$ cat config.mk
export PLATFORM = sky130hd
export DESIGN_NAME = trap_report_collector
export DESIGN_NICKNAME = d
export VERILOG_FILES = /design/src/rtl/trap_report_collector.sv
export SDC_FILE = /design/constraint.sdc
export NUM_CORES = 1
export LEC_CHECK = 0
export ABC_AREA = 1
export BUFFER_PORTS_ARGS = -buffer_cell sky130_fd_sc_hd__buf_4
export CAP_MARGIN = 40
export CORE_ASPECT_RATIO = 1.5
export CORE_MARGIN = 2
export CORE_UTILIZATION = 65
export DETAILED_ROUTE_END_ITERATION = 10
export PLACE_DENSITY = 0.83
export SYNTH_ARGS = -nofsm -noshare
export SYNTH_HDL_FRONTEND = slang
export SYNTH_SLANG_ARGS = --single-unit
export TNS_END_PERCENT = 10
$ cat constraint.sdc
create_clock -name clk -period 6.15 [get_ports clk]
set_input_delay 1.23 -clock clk [delete_from_list [all_inputs] [get_ports clk]]
set_output_delay 1.23 -clock clk [all_outputs]
set_load 0.005 [all_outputs]
$ cat src/rtl/trap_report_collector.sv
// Trap report collector: sticky per-node trap flags, a first-trap record and a serialised
// ASCII report "T<id>@<time>\n" per newly trapping node, sent over a valid/busy char stream.
module trap_report_collector #(
    parameter int unsigned NUM_NODES   = 4,
    parameter int unsigned CNT_WIDTH   = 32,
    parameter int unsigned ASCII_WIDTH = 7
) (
    input  logic                   clk,
    input  logic                   res,
    input  logic [NUM_NODES-1:0]   trap_in,
    input  logic                   clear,
    output logic [ASCII_WIDTH-1:0] ascii_c,
    output logic                   ascii_s,
    input  logic                   ascii_busy,
    output logic [NUM_NODES-1:0]   trap_mask,
    output logic                   trap_any,
    output logic                   trap_all,
    output logic [7:0]             first_id,
    output logic                   first_valid
);

    localparam int unsigned NumDigits = CNT_WIDTH / 4;
    localparam int unsigned DigitW    = $clog2(NumDigits);

    localparam logic [2:0] StIdle = 3'd0;
    localparam logic [2:0] StHdr  = 3'd1;
    localparam logic [2:0] StIdh  = 3'd2;
    localparam logic [2:0] StIdl  = 3'd3;
    localparam logic [2:0] StAt   = 3'd4;
    localparam logic [2:0] StTs   = 3'd5;
    localparam logic [2:0] StNl   = 3'd6;

    function automatic logic [6:0] hex_char(input logic [3:0] n);
        return (n < 4'd10) ? (7'h30 + {3'b000, n}) : (7'h37 + {3'b000, n});
    endfunction

    logic [CNT_WIDTH-1:0]   cnt_q;
    logic [NUM_NODES-1:0]   trap_q;
    logic [NUM_NODES-1:0]   hit_q;
    logic [NUM_NODES-1:0]   new_trap;
    logic [CNT_WIDTH-1:0]   ts_q [NUM_NODES];

    logic [NUM_NODES-1:0]   trap_mask_q, trap_mask_d;
    logic                   trap_any_q, trap_all_q;
    logic [7:0]             first_id_q, first_id_d;
    logic                   first_valid_q, first_valid_d;
    logic [7:0]             new_id;

    logic [NUM_NODES-1:0]   pend_q, pend_d;
    logic [NUM_NODES-1:0]   pick_mask, sel_oh;
    logic                   pick_any;
    logic [7:0]             pick_id;
    logic [CNT_WIDTH-1:0]   pick_ts;

    logic [2:0]             state_q, state_d;
    logic [7:0]             sel_q, sel_d;
    logic [CNT_WIDTH-1:0]   shadow_q, shadow_d;
    logic [DigitW-1:0]      digit_q, digit_d;
    logic                   xfer, nl_done;
    logic [3:0]             nib;
    logic [6:0]             char7;
    logic [ASCII_WIDTH-1:0] ascii_c_q, ascii_c_d;
    logic                   ascii_s_q, ascii_s_d;

    assign ascii_c     = ascii_c_q;
    assign ascii_s     = ascii_s_q;
    assign trap_mask   = trap_mask_q;
    assign trap_any    = trap_any_q;
    assign trap_all    = trap_all_q;
    assign first_id    = first_id_q;
    assign first_valid = first_valid_q;

    // Free-running cycle counter used for trap timestamps.
    always_ff @(posedge clk) begin
        if (res) cnt_q <= '0;
        else     cnt_q <= cnt_q + CNT_WIDTH'(1);
    end

    // Trap level history for edge detection; hit_q marks nodes whose pend bit is one cycle old.
    always_ff @(posedge clk) begin
        if (res) begin
            trap_q <= '0;
            hit_q  <= '0;
        end else begin
            trap_q <= trap_in;
            hit_q  <= new_trap;
        end
    end

    // Timestamp capture; no reset needed since a slot is only read after a trap wrote it.
    always_ff @(posedge clk) begin
        for (int unsigned i = 0; i < NUM_NODES; i++) begin
            if (new_trap[i]) ts_q[i] <= cnt_q;
        end
    end

    // Sticky status next state; a trap coinciding with clear survives it.
    always_comb begin
        new_trap    = trap_in & ~trap_q;
        trap_mask_d = (clear ? '0 : trap_mask_q) | new_trap;
        new_id      = '0;
        for (int i = int'(NUM_NODES) - 1; i >= 0; i--) begin
            if (new_trap[i]) new_id = 8'(i);
        end
        first_valid_d = clear ? 1'b0 : first_valid_q;
        first_id_d    = clear ? 8'h00 : first_id_q;
        if (!first_valid_d && (|new_trap)) begin
            first_valid_d = 1'b1;
            first_id_d    = new_id;
        end
    end

    // Status registers.
    always_ff @(posedge clk) begin
        if (res) begin
            trap_mask_q   <= '0;
            trap_any_q    <= 1'b0;
            trap_all_q    <= 1'b0;
            first_id_q    <= '0;
            first_valid_q <= 1'b0;
        end else begin
            trap_mask_q   <= trap_mask_d;
            trap_any_q    <= |trap_mask_d;
            trap_all_q    <= &trap_mask_d;
            first_id_q    <= first_id_d;
            first_valid_q <= first_valid_d;
        end
    end

    // Lowest pending node eligible for reporting; freshly set pend bits wait one cycle.
    always_comb begin
        pick_mask = pend_q & ~hit_q;
        pick_any  = |pick_mask;
        pick_id   = '0;
        pick_ts   = '0;
        for (int i = int'(NUM_NODES) - 1; i >= 0; i--) begin
            if (pick_mask[i]) begin
                pick_id = 8'(i);
                pick_ts = ts_q[i];
            end
        end
        sel_oh = '0;
        for (int unsigned i = 0; i < NUM_NODES; i++) begin
            sel_oh[i] = (sel_q == 8'(i));
        end
    end

    // Pending set: clear keeps only the in-flight node, the final newline retires it.
    always_comb begin
        pend_d = pend_q;
        if (clear) pend_d = (state_q != StIdle) ? (pend_q & sel_oh) : '0;
        pend_d = pend_d | new_trap;
        if (nl_done) pend_d = pend_d & ~sel_oh;
    end

    // Reporter state machine; every non-idle state advances only on a character transfer.
    always_comb begin
        state_d  = state_q;
        sel_d    = sel_q;
        shadow_d = shadow_q;
        digit_d  = digit_q;
        nl_done  = 1'b0;
        xfer     = ascii_s_q && !ascii_busy;
        case (state_q)
            StIdle: begin
                if (pick_any) begin
                    state_d  = StHdr;
                    sel_d    = pick_id;
                    shadow_d = pick_ts;
                end
            end
            StHdr: if (xfer) state_d = StIdh;
            StIdh: if (xfer) state_d = StIdl;
            StIdl: if (xfer) state_d = StAt;
            StAt: begin
                if (xfer) begin
                    state_d = StTs;
                    digit_d = DigitW'(NumDigits - 1);
                end
            end
            StTs: begin
                if (xfer) begin
                    if (digit_q == '0) state_d = StNl;
                    else               digit_d = digit_q - DigitW'(1);
                end
            end
            StNl: begin
                if (xfer) begin
                    state_d = StIdle;
                    nl_done = 1'b1;
                end
            end
            default: state_d = StIdle;
        endcase
    end

    // Character for the next state, so ascii_c/ascii_s come straight from flops.
    always_comb begin
        nib = '0;
        for (int unsigned d = 0; d < NumDigits; d++) begin
            if (digit_d == DigitW'(d)) nib = shadow_d[4*d +: 4];
        end
        case (state_d)
            StHdr:   char7 = 7'h54;
            StIdh:   char7 = hex_char(sel_d[7:4]);
            StIdl:   char7 = hex_char(sel_d[3:0]);
            StAt:    char7 = 7'h40;
            StTs:    char7 = hex_char(nib);
            StNl:    char7 = 7'h0A;
            default: char7 = 7'h00;
        endcase
        ascii_c_d = ASCII_WIDTH'(char7);
        ascii_s_d = (state_d != StIdle);
    end

    // Reporter and pending registers.
    always_ff @(posedge clk) begin
        if (res) begin
            state_q   <= StIdle;
            sel_q     <= '0;
            shadow_q  <= '0;
            digit_q   <= '0;
            pend_q    <= '0;
            ascii_c_q <= '0;
            ascii_s_q <= 1'b0;
        end else begin
            state_q   <= state_d;
            sel_q     <= sel_d;
            shadow_q  <= shadow_d;
            digit_q   <= digit_d;
            pend_q    <= pend_d;
            ascii_c_q <= ascii_c_d;
            ascii_s_q <= ascii_s_d;
        end
    end

endmodule

==> results of run 1 <==
## per-stage QoR
stage	utilization	total power, mW	hold WS [ns]
2_1_floorplan	-	2.09	0.448
3_3_place_gp	0.678	2.18	0.459
3_5_place_dp	0.683	2.21	0.464
4_1_cts	0.732	3.60	0.477
5_1_grt	0.732	3.73	0.497
6_report	0.732	3.60	0.481
## worst min-delay path by stage
stage,start,end,slack (ns),cells past startpoint
6_report,shadow_q[7],shadow_q[7],0.48,2
4_1_cts,shadow_q[13],shadow_q[13],0.48,2
3_3_place_gp,shadow_q[13],shadow_q[13],0.46,2
3_5_place_dp,shadow_q[27],shadow_q[27],0.46,2
5_1_grt,shadow_q[7],shadow_q[7],0.50,2
2_1_floorplan,pend_q[1],pend_q[1],0.45,2
## cells in the final DEF (no fill, tap or decap), types with 9 or more instances in the layout
master,instances
a21oi_1,82
buf_4,31
clkbuf_16,23
dfxtp_1,107
edfxtp_1,128
inv_1,114
inv_2,13
nand2_1,224
nand2_2,13
nand3_1,52
nand3_2,9
nand4_1,15
nor2_1,158
nor2_2,16
nor2_4,10
nor3_1,10
o2111ai_1,13
o21ai_0,40
## critical path, stage by stage (launching register included)
cell     delay (ns)
dfxtp_1        0.35
inv_1          0.06
nand2_2        0.29
buf_12         0.25
nand2_4        0.23
o21ai_4        0.70
nor2_1         0.09
nand2_1        0.12
nand2_1        0.07
nand2_1        0.07
nand3_1        0.11
nor2_1         0.13
nand4_1        0.11
nor2_2         0.14
ha_1           0.18
nand3_1        0.13
nand4_1        0.12
nand3_1        0.08
nand2_1        0.06
inv_1          0.05
## sequential cells by signal, summed over array words and instances (netlist names), 2 cells and up
signal and count:
sel_q 8, first_id 2, ts_q 128, shadow_q 32, trap_mask 4, state_q 3, hit_q 4, cnt_q 32
pend_q 4, ascii_c 7, digit_q 3, trap_q 4
## cell usage after synthesis, types with 5 or more instances
master and n:
a21oi_1 82, buf_2 12, buf_4 11, clkbuf_1 13
dfxtp_1 107, edfxtp_1 128, ha_1 6, inv_1 114
inv_2 13, nand2_1 224, nand2_2 13, nand3_1 52
nand3_2 9, nand4_1 15, nor2_1 164, nor2_2 13
nor2_4 7, nor3_1 10, o2111ai_1 13, o21a_1 5
o21ai_0 40
## final cells by class
cell class | count | area, µm²
Sequential cell | 235 | 5990
Fill cell | 1085 | 4150
Multi-Input combinational cell | 709 | 3540
Clock buffer | 31 | 636
Inverter | 127 | 477
Timing Repair Buffer | 36 | 318
Tap cell | 203 | 254
Clock inverter | 9 | 121
## power by group through the flow
| stage | combinational [mW] | clock [mW] | sequential (mW) |
|---|---|---|---|
| detailed placement | 0.417 | 0 | 1.79 |
| global route | 0.479 | 1.48 | 1.77 |
| floorplan | 0.308 | 0 | 1.78 |
| CTS | 0.426 | 1.42 | 1.76 |
| finish | 0.427 | 1.41 | 1.76 |
| global placement | 0.395 | 0 | 1.79 |
## metal layers
layer	wire length [µm]	global-route usage	share of wire
met3	1550	0.0389	0.068
met5	0	0	0
met1	8430	0.314	0.37
met4	961	0.137	0.042
met2	11700	0.497	0.52
## logic make-up after synthesis
kind of cell    count (synthesis)  synth area share
other cells                     1          0.000367
compound gates                167            0.0962
simple gates                  524             0.233
flops                         235             0.586
xor+xnor                        6           0.00514
buf+inv                       170            0.0719
fa+ha+maj                       6           0.00735
==> impl_metrics.json, run 1 <==
{
  "port_buffers": 24,
  "clk_latency_ns": 0.50,
  "power_frac_comb": 0.119,
  "grt_usage": 0.274,
  "powerDensity_nw_per_um2": 318,
  "cts_made_buffers": 22,
  "dp.cells": 1310,
  "overflow": 0,
  "io_pins": 31,
  "pwr-share-seq": 0.489,
  "first_iter_violations": 687,
  "firstDrtPassIters": 6,
  "p_int_mw": 2.71,
  "vias_per_cell": 5.77,
  "setup_viol": 0,
  "layoutNonFillerInstCount": 1350,
  "syn_area_per_cell_um2": 9.21,
  "reg2regPathDepth": 19,
  "crit_end": "ascii_c[6]",
  "die-area_um2": 16800,
  "start_util": 0.660,
  "synth.cell_area_um2": 10200,
  "hold_buffers": 0,
  "htreeDepth": 1,
  "synthCells": 1109,
  "ys_warn_count": 0,
  "cts_buffer_depth": 3,
  "cp_max_fo": 26,
  "yosysUniqueCellTypes": 56,
  "critical_path.startpoint": "hit_q[0]",
  "synth.largest_area_cell": "edfxtp_1",
  "post_drt_wl_per_cell_um": 16.8,
  "drc": 0,
  "relSlewSlack": 0.399,
  "die_w_um": 106,
  "slew_violations": 0,
  "critical_path_arrival_ns": 3.84,
  "worstPathRequired_ns": 6.55,
  "hold_viol": 0,
  "post-route-period-util": 0.559,
  "min_period_ns": 3.44,
  "r2r-end": "ascii_c[6]",
  "synth-edff-count": 128,
  "async_flop_share": 0,
  "ant_nets": 0,
  "yosys-top-cells-area": "edfxtp_1 (38%), dfxtp_1 (21%), nand2_1 (8.2%), nor2_1 (6.0%), inv_1 (4.2%)",
  "drive_gt1_frac": 0.127,
  "die_height_um": 158,
  "synthFlopType": "edfxtp_1",
  "final.setup_skew_ns": 0.0150,
  "rrSetupSlack_ns": 2.71,
  "drv_cap": 0,
  "crit_path_end_kind": "register",
  "dpl.hpwl_mm": 14.3,
  "cts_setup_buffers": 0,
  "clk_pin_slew_ns": 0.06,
  "yosysSeqAreaShare": 0.586,
  "irDropWorstVdd_mv": 0.238,
  "grt_setup_unrepaired": "no",
  "placed_cell_area_um2": 10600,
  "grt_pass1_vias": 7653,
  "status": "completed",
  "wl_mm": 22.7,
  "power_leakage_nw": 4.53,
  "rows": 56,
  "net-switching-power_mw": 0.895,
  "critical_path_class": "reg2reg",
  "fin_tns_setup_ns": 0,
  "nets": 1145,
  "rr_startpoint": "hit_q[0]",
  "diodes": 0,
  "area_growth_pct": 11.0,
  "tritoncts": "yes",
  "cts_root_buf": "clkbuf_16",
  "place_ws_ns": 2.68,
  "layout_setup_ws_ns": 2.71,
  "vias": 7785,
  "final_area_um2": 11300,
  "worstHoldPathType": "reg2reg",
  "grt_max_degree": 50,
  "post_cts_resized": 0,
  "gp_congestion": 0.888,
  "pwr-share-clk": 0.392,
  "cts_sinks": 235,
  "grt_pass1_wl_mm": 36.5,
  "clock.fmax_mhz": 291,
  "core_um2": 15500,
  "antenna_found_initial": 0,
  "synth_top_area_frac": 0.376,
  "synth-seq-cells": 235,
  "critPathLaunchType": "register",
  "worst_pin_slew_ns": 0.890,
  "netSwitchingFraction": 0.249
}
Power figures use the tool's default switching activity.
==> inputs of run 2 (changes only) <==
--- a/config.mk
+++ b/config.mk
@@ -5,14 +5,14 @@
 export SDC_FILE = /design/constraint.sdc
 export NUM_CORES = 1
 export LEC_CHECK = 0
-export ABC_AREA = 1
+export ABC_AREA = 0
 export BUFFER_PORTS_ARGS = -buffer_cell sky130_fd_sc_hd__buf_4
 export CAP_MARGIN = 40
 export CORE_ASPECT_RATIO = 1.5
 export CORE_MARGIN = 2
-export CORE_UTILIZATION = 65
+export CORE_UTILIZATION = 56
 export DETAILED_ROUTE_END_ITERATION = 10
-export PLACE_DENSITY = 0.83
+export PLACE_DENSITY = 0.76
 export SYNTH_ARGS = -nofsm -noshare
 export SYNTH_HDL_FRONTEND = slang
 export SYNTH_SLANG_ARGS = --single-unit
==> constraint.sdc (replaced) <==
create_clock -name clk -period 3 [get_ports clk]
set_input_delay 0.6 -clock clk [delete_from_list [all_inputs] [get_ports clk]]
set_output_delay 0.6 -clock clk [all_outputs]
set_load 0.005 [all_outputs]
==> run 2 against run 1 <==
Net effect: first-iteration DRC count up 23%; worst setup slack got worse by 2.6 ns; clock power is 110% higher; global-route usage fell by 1.1 points; power up 120%; synthesized area decreased by 3.1%; cell area rose by 5.7%; count of clock-buffer cells in the layout down 4; routed wire length increased by 13%; critical path type unchanged; critical endpoint is now ascii_c[0]; largest power group unchanged.
==> impl_metrics.json, run 2 <==
{
  "pwr-share-seq": 0.467,
  "regMostFlops": "ts_q",
  "ys_warn_count": 0,
  "grt_pass1_vias": 7631,
  "ant_nets": 0,
  "port_buffers": 24,
  "pwr-share-clk": 0.383,
  "largest_reg_flops": 128,
  "powerDensity_nw_per_um2": 650,
  "relSlewSlack": 0.542,
  "crit_path_end_kind": "register",
  "register_area_um2": 5990,
  "placed_cell_area_um2": 10900,
  "multi_input_comb_area_um2": 3840,
  "min_period_ns": 2.93,
  "grt_pass1_wl_mm": 39.1,
  "rows": 59,
  "htreeDepth": 1,
  "syn_area_per_cell_um2": 11.0,
  "crit_path_max_incr_delay_ns": 0.47,
  "cpLargestDelayFamily": "compound AO/OA/AOI/OAI gates",
  "grt_usage": 0.263,
  "start_util": 0.570,
  "synth.cell_area_um2": 9900,
  "clock.fmax_mhz": 341,
  "drv_cap": 0,
  "place_ws_ns": -0.123,
  "drc": 0,
  "cp_max_fo": 5,
  "die-area_um2": 18800,
  "critical_path_class": "reg2reg",
  "layout_common_cells": "edfxtp_1 (128), nor2_1 (125), buf_4 (114), dfxtp_1 (104), nand2_1 (69)",
  "nFillCells": 1216,
  "cts_sinks": 235,
  "irDropWorstVdd_mv": 0.757,
  "power_frac_comb": 0.151,
  "nets": 1007,
  "core_um2": 17300,
  "grt_max_degree": 59,
  "synthCells": 900,
  "synth_most_common_cell": "edfxtp_1",
  "critPathBufInv": 2,
  "synth-seq-cells": 235,
  "finalPower_mw": 7.79,
  "clk_pin_slew_ns": 0.07,
  "drive_gt1_frac": 0.216,
  "net-switching-power_mw": 1.91,
  "cts_made_buffers": 21,
  "dp.cells": 1177,
  "final.setup_skew_ns": 0.00964,
  "clk_latency_ns": 0.50,
  "yosysUniqueCellTypes": 73,
  "antenna_found_initial": 0,
  "io_pins": 31,
  "cts_buffer_depth": 3,
  "fin_tns_setup_ns": 0,
  "synthFlopType": "edfxtp_1",
  "layout_setup_ws_ns": 0.0705,
  "fin_util": 0.691,
  "worst_pin_slew_ns": 0.687,
  "status": "completed",
  "wl_mm": 25.5,
  "synthTopCellsByCount": "edfxtp_1 (128), nor2_1 (126), dfxtp_1 (107)",
  "die_w_um": 113,
  "area_growth_pct": 21.1,
  "yosys-top-cells-area": "edfxtp_1 (39%), dfxtp_1 (22%), nor2_1 (4.8%), nand2_1 (2.6%), a21oi_1 (2.3%)",
  "p_int_mw": 5.88,
  "slew_violations": 0,
  "cpMaxStageDelayCell": "or4_1",
  "netSwitchingFraction": 0.245,
  "cts_root_buf": "clkbuf_16",
  "worstPathRequired_ns": 3.43,
  "die_height_um": 167,
  "synth_top_area_frac": 0.388,
  "critPathLaunchType": "register",
  "first_iter_violations": 848,
  "hold_viol": 0,
  "synth-edff-count": 128,
  "crit_top_cell": "buf_4",
  "mostFrequentLayoutCell": "edfxtp_1",
  "final_area_um2": 12000,
  "post-route-period-util": 0.977,
  "overflow": 0,
  "whs_ns": 0.354,
  "hold_buffers": 0,
  "vias_per_cell": 6.24,
  "dpl.hpwl_mm": 17.0,
  "grt_setup_unrepaired": "yes",
  "power_leakage_nw": 4.49,
  "yosysSeqAreaShare": 0.605,
  "setup_viol": 0,
  "worstHoldPathType": "in2reg",
  "reg.largest.list": "ts_q (128), cnt_q (32), shadow_q (32)",
  "crit_chain": "or3_4 -> buf_4 -> a41oi_4 -> o221ai_2 -> a2bb2oi_1 -> buf_4 -> a211oi_4 -> o31ai_1 -> or4_1 -> mux2_2 -> o211ai_2",
  "diodes": 0,
  "gp_congestion": 0.891,
  "synth.largest_area_cell": "edfxtp_1",
  "critical_path_arrival_ns": 3.36,
  "post_drt_wl_per_cell_um": 20.9,
  "async_flop_share": 0,
  "tritoncts": "yes",
  "layoutNonFillerInstCount": 1220,
  "firstDrtPassIters": 4,
  "vias": 7611
}
==> run 2: cell types whose count changed after synthesis, moves of 21 or more <==
cell	change
xor2_1	+21
nor2b_1	+23
nand2_1	-155
o21ai_0	-29
clkbuf_1	+26
nor2_1	-38
a21oi_1	-37
inv_1	-99
a221oi_1	+21
==> run 2: area by class of cell <==
class                           count  share of cell area
Clock buffer                       27              0.0492
Clock inverter                     10              0.0153
Inverter                           15             0.00470
Multi-Input combinational cell    594               0.321
Sequential cell                   235               0.500
Tap cell                          213              0.0222
Timing Repair Buffer              126              0.0882
==> run 2: kinds of logic after synthesis <==
logic type                 count (synthesis)  synth area share
DFF                                      235             0.605
and+or+nand+nor                          342             0.167
other                                      1          0.000379
buffers and inverters                     78            0.0344
xor gates and xnor gates                  31            0.0274
AOI/OAI and AO/OA                        199             0.150
adders and majority gates                  6           0.00759
muxes                                      8           0.00822
==> run 2: routing by layer <==
layer / track usage / share of wire / vias up
li1: - / - / 3502
met5: 0 / 0 / -
met1: 0.295 / 0.36 / 3703
met3: 0.0317 / 0.057 / 88
met2: 0.466 / 0.52 / 318
met4: 0.169 / 0.060 / 0
==> run 2: path summary, 6_finish.rpt <==
kind / end / startpoint / slack (ns) / depth (start not counted)
worst min-delay path: trap_q[1] / trap_in[1] / 0.35 / 2
worst max-delay path: ascii_c[0] / state_q[0] / 0.07 / 11
worst min register to register: hit_q[1] / trap_q[1] / 0.40 / 1
worst max register to register: ascii_c[0] / state_q[0] / 0.07 / 11
==> run 2: power by group through the flow <==
stage          Clock (mW)  Combinational, mW  Sequential [mW]
6_report             2.98               1.17             3.63
5_1_grt              3.13               1.26             3.65
4_1_cts              3.01               1.06             3.63
3_5_place_dp            0               1.04             3.69
3_3_place_gp            0               1.02             3.69
2_1_floorplan           0              0.604             3.68
==> run 2: timing repair <==
item / 4_1_cts / 5_1_grt
setup buffers: 0 / 3
cloned: 0 / 3
gates resized for setup: 5 / 41
pin swaps: 0 / 5
setup endpoints to repair: 7 / 7
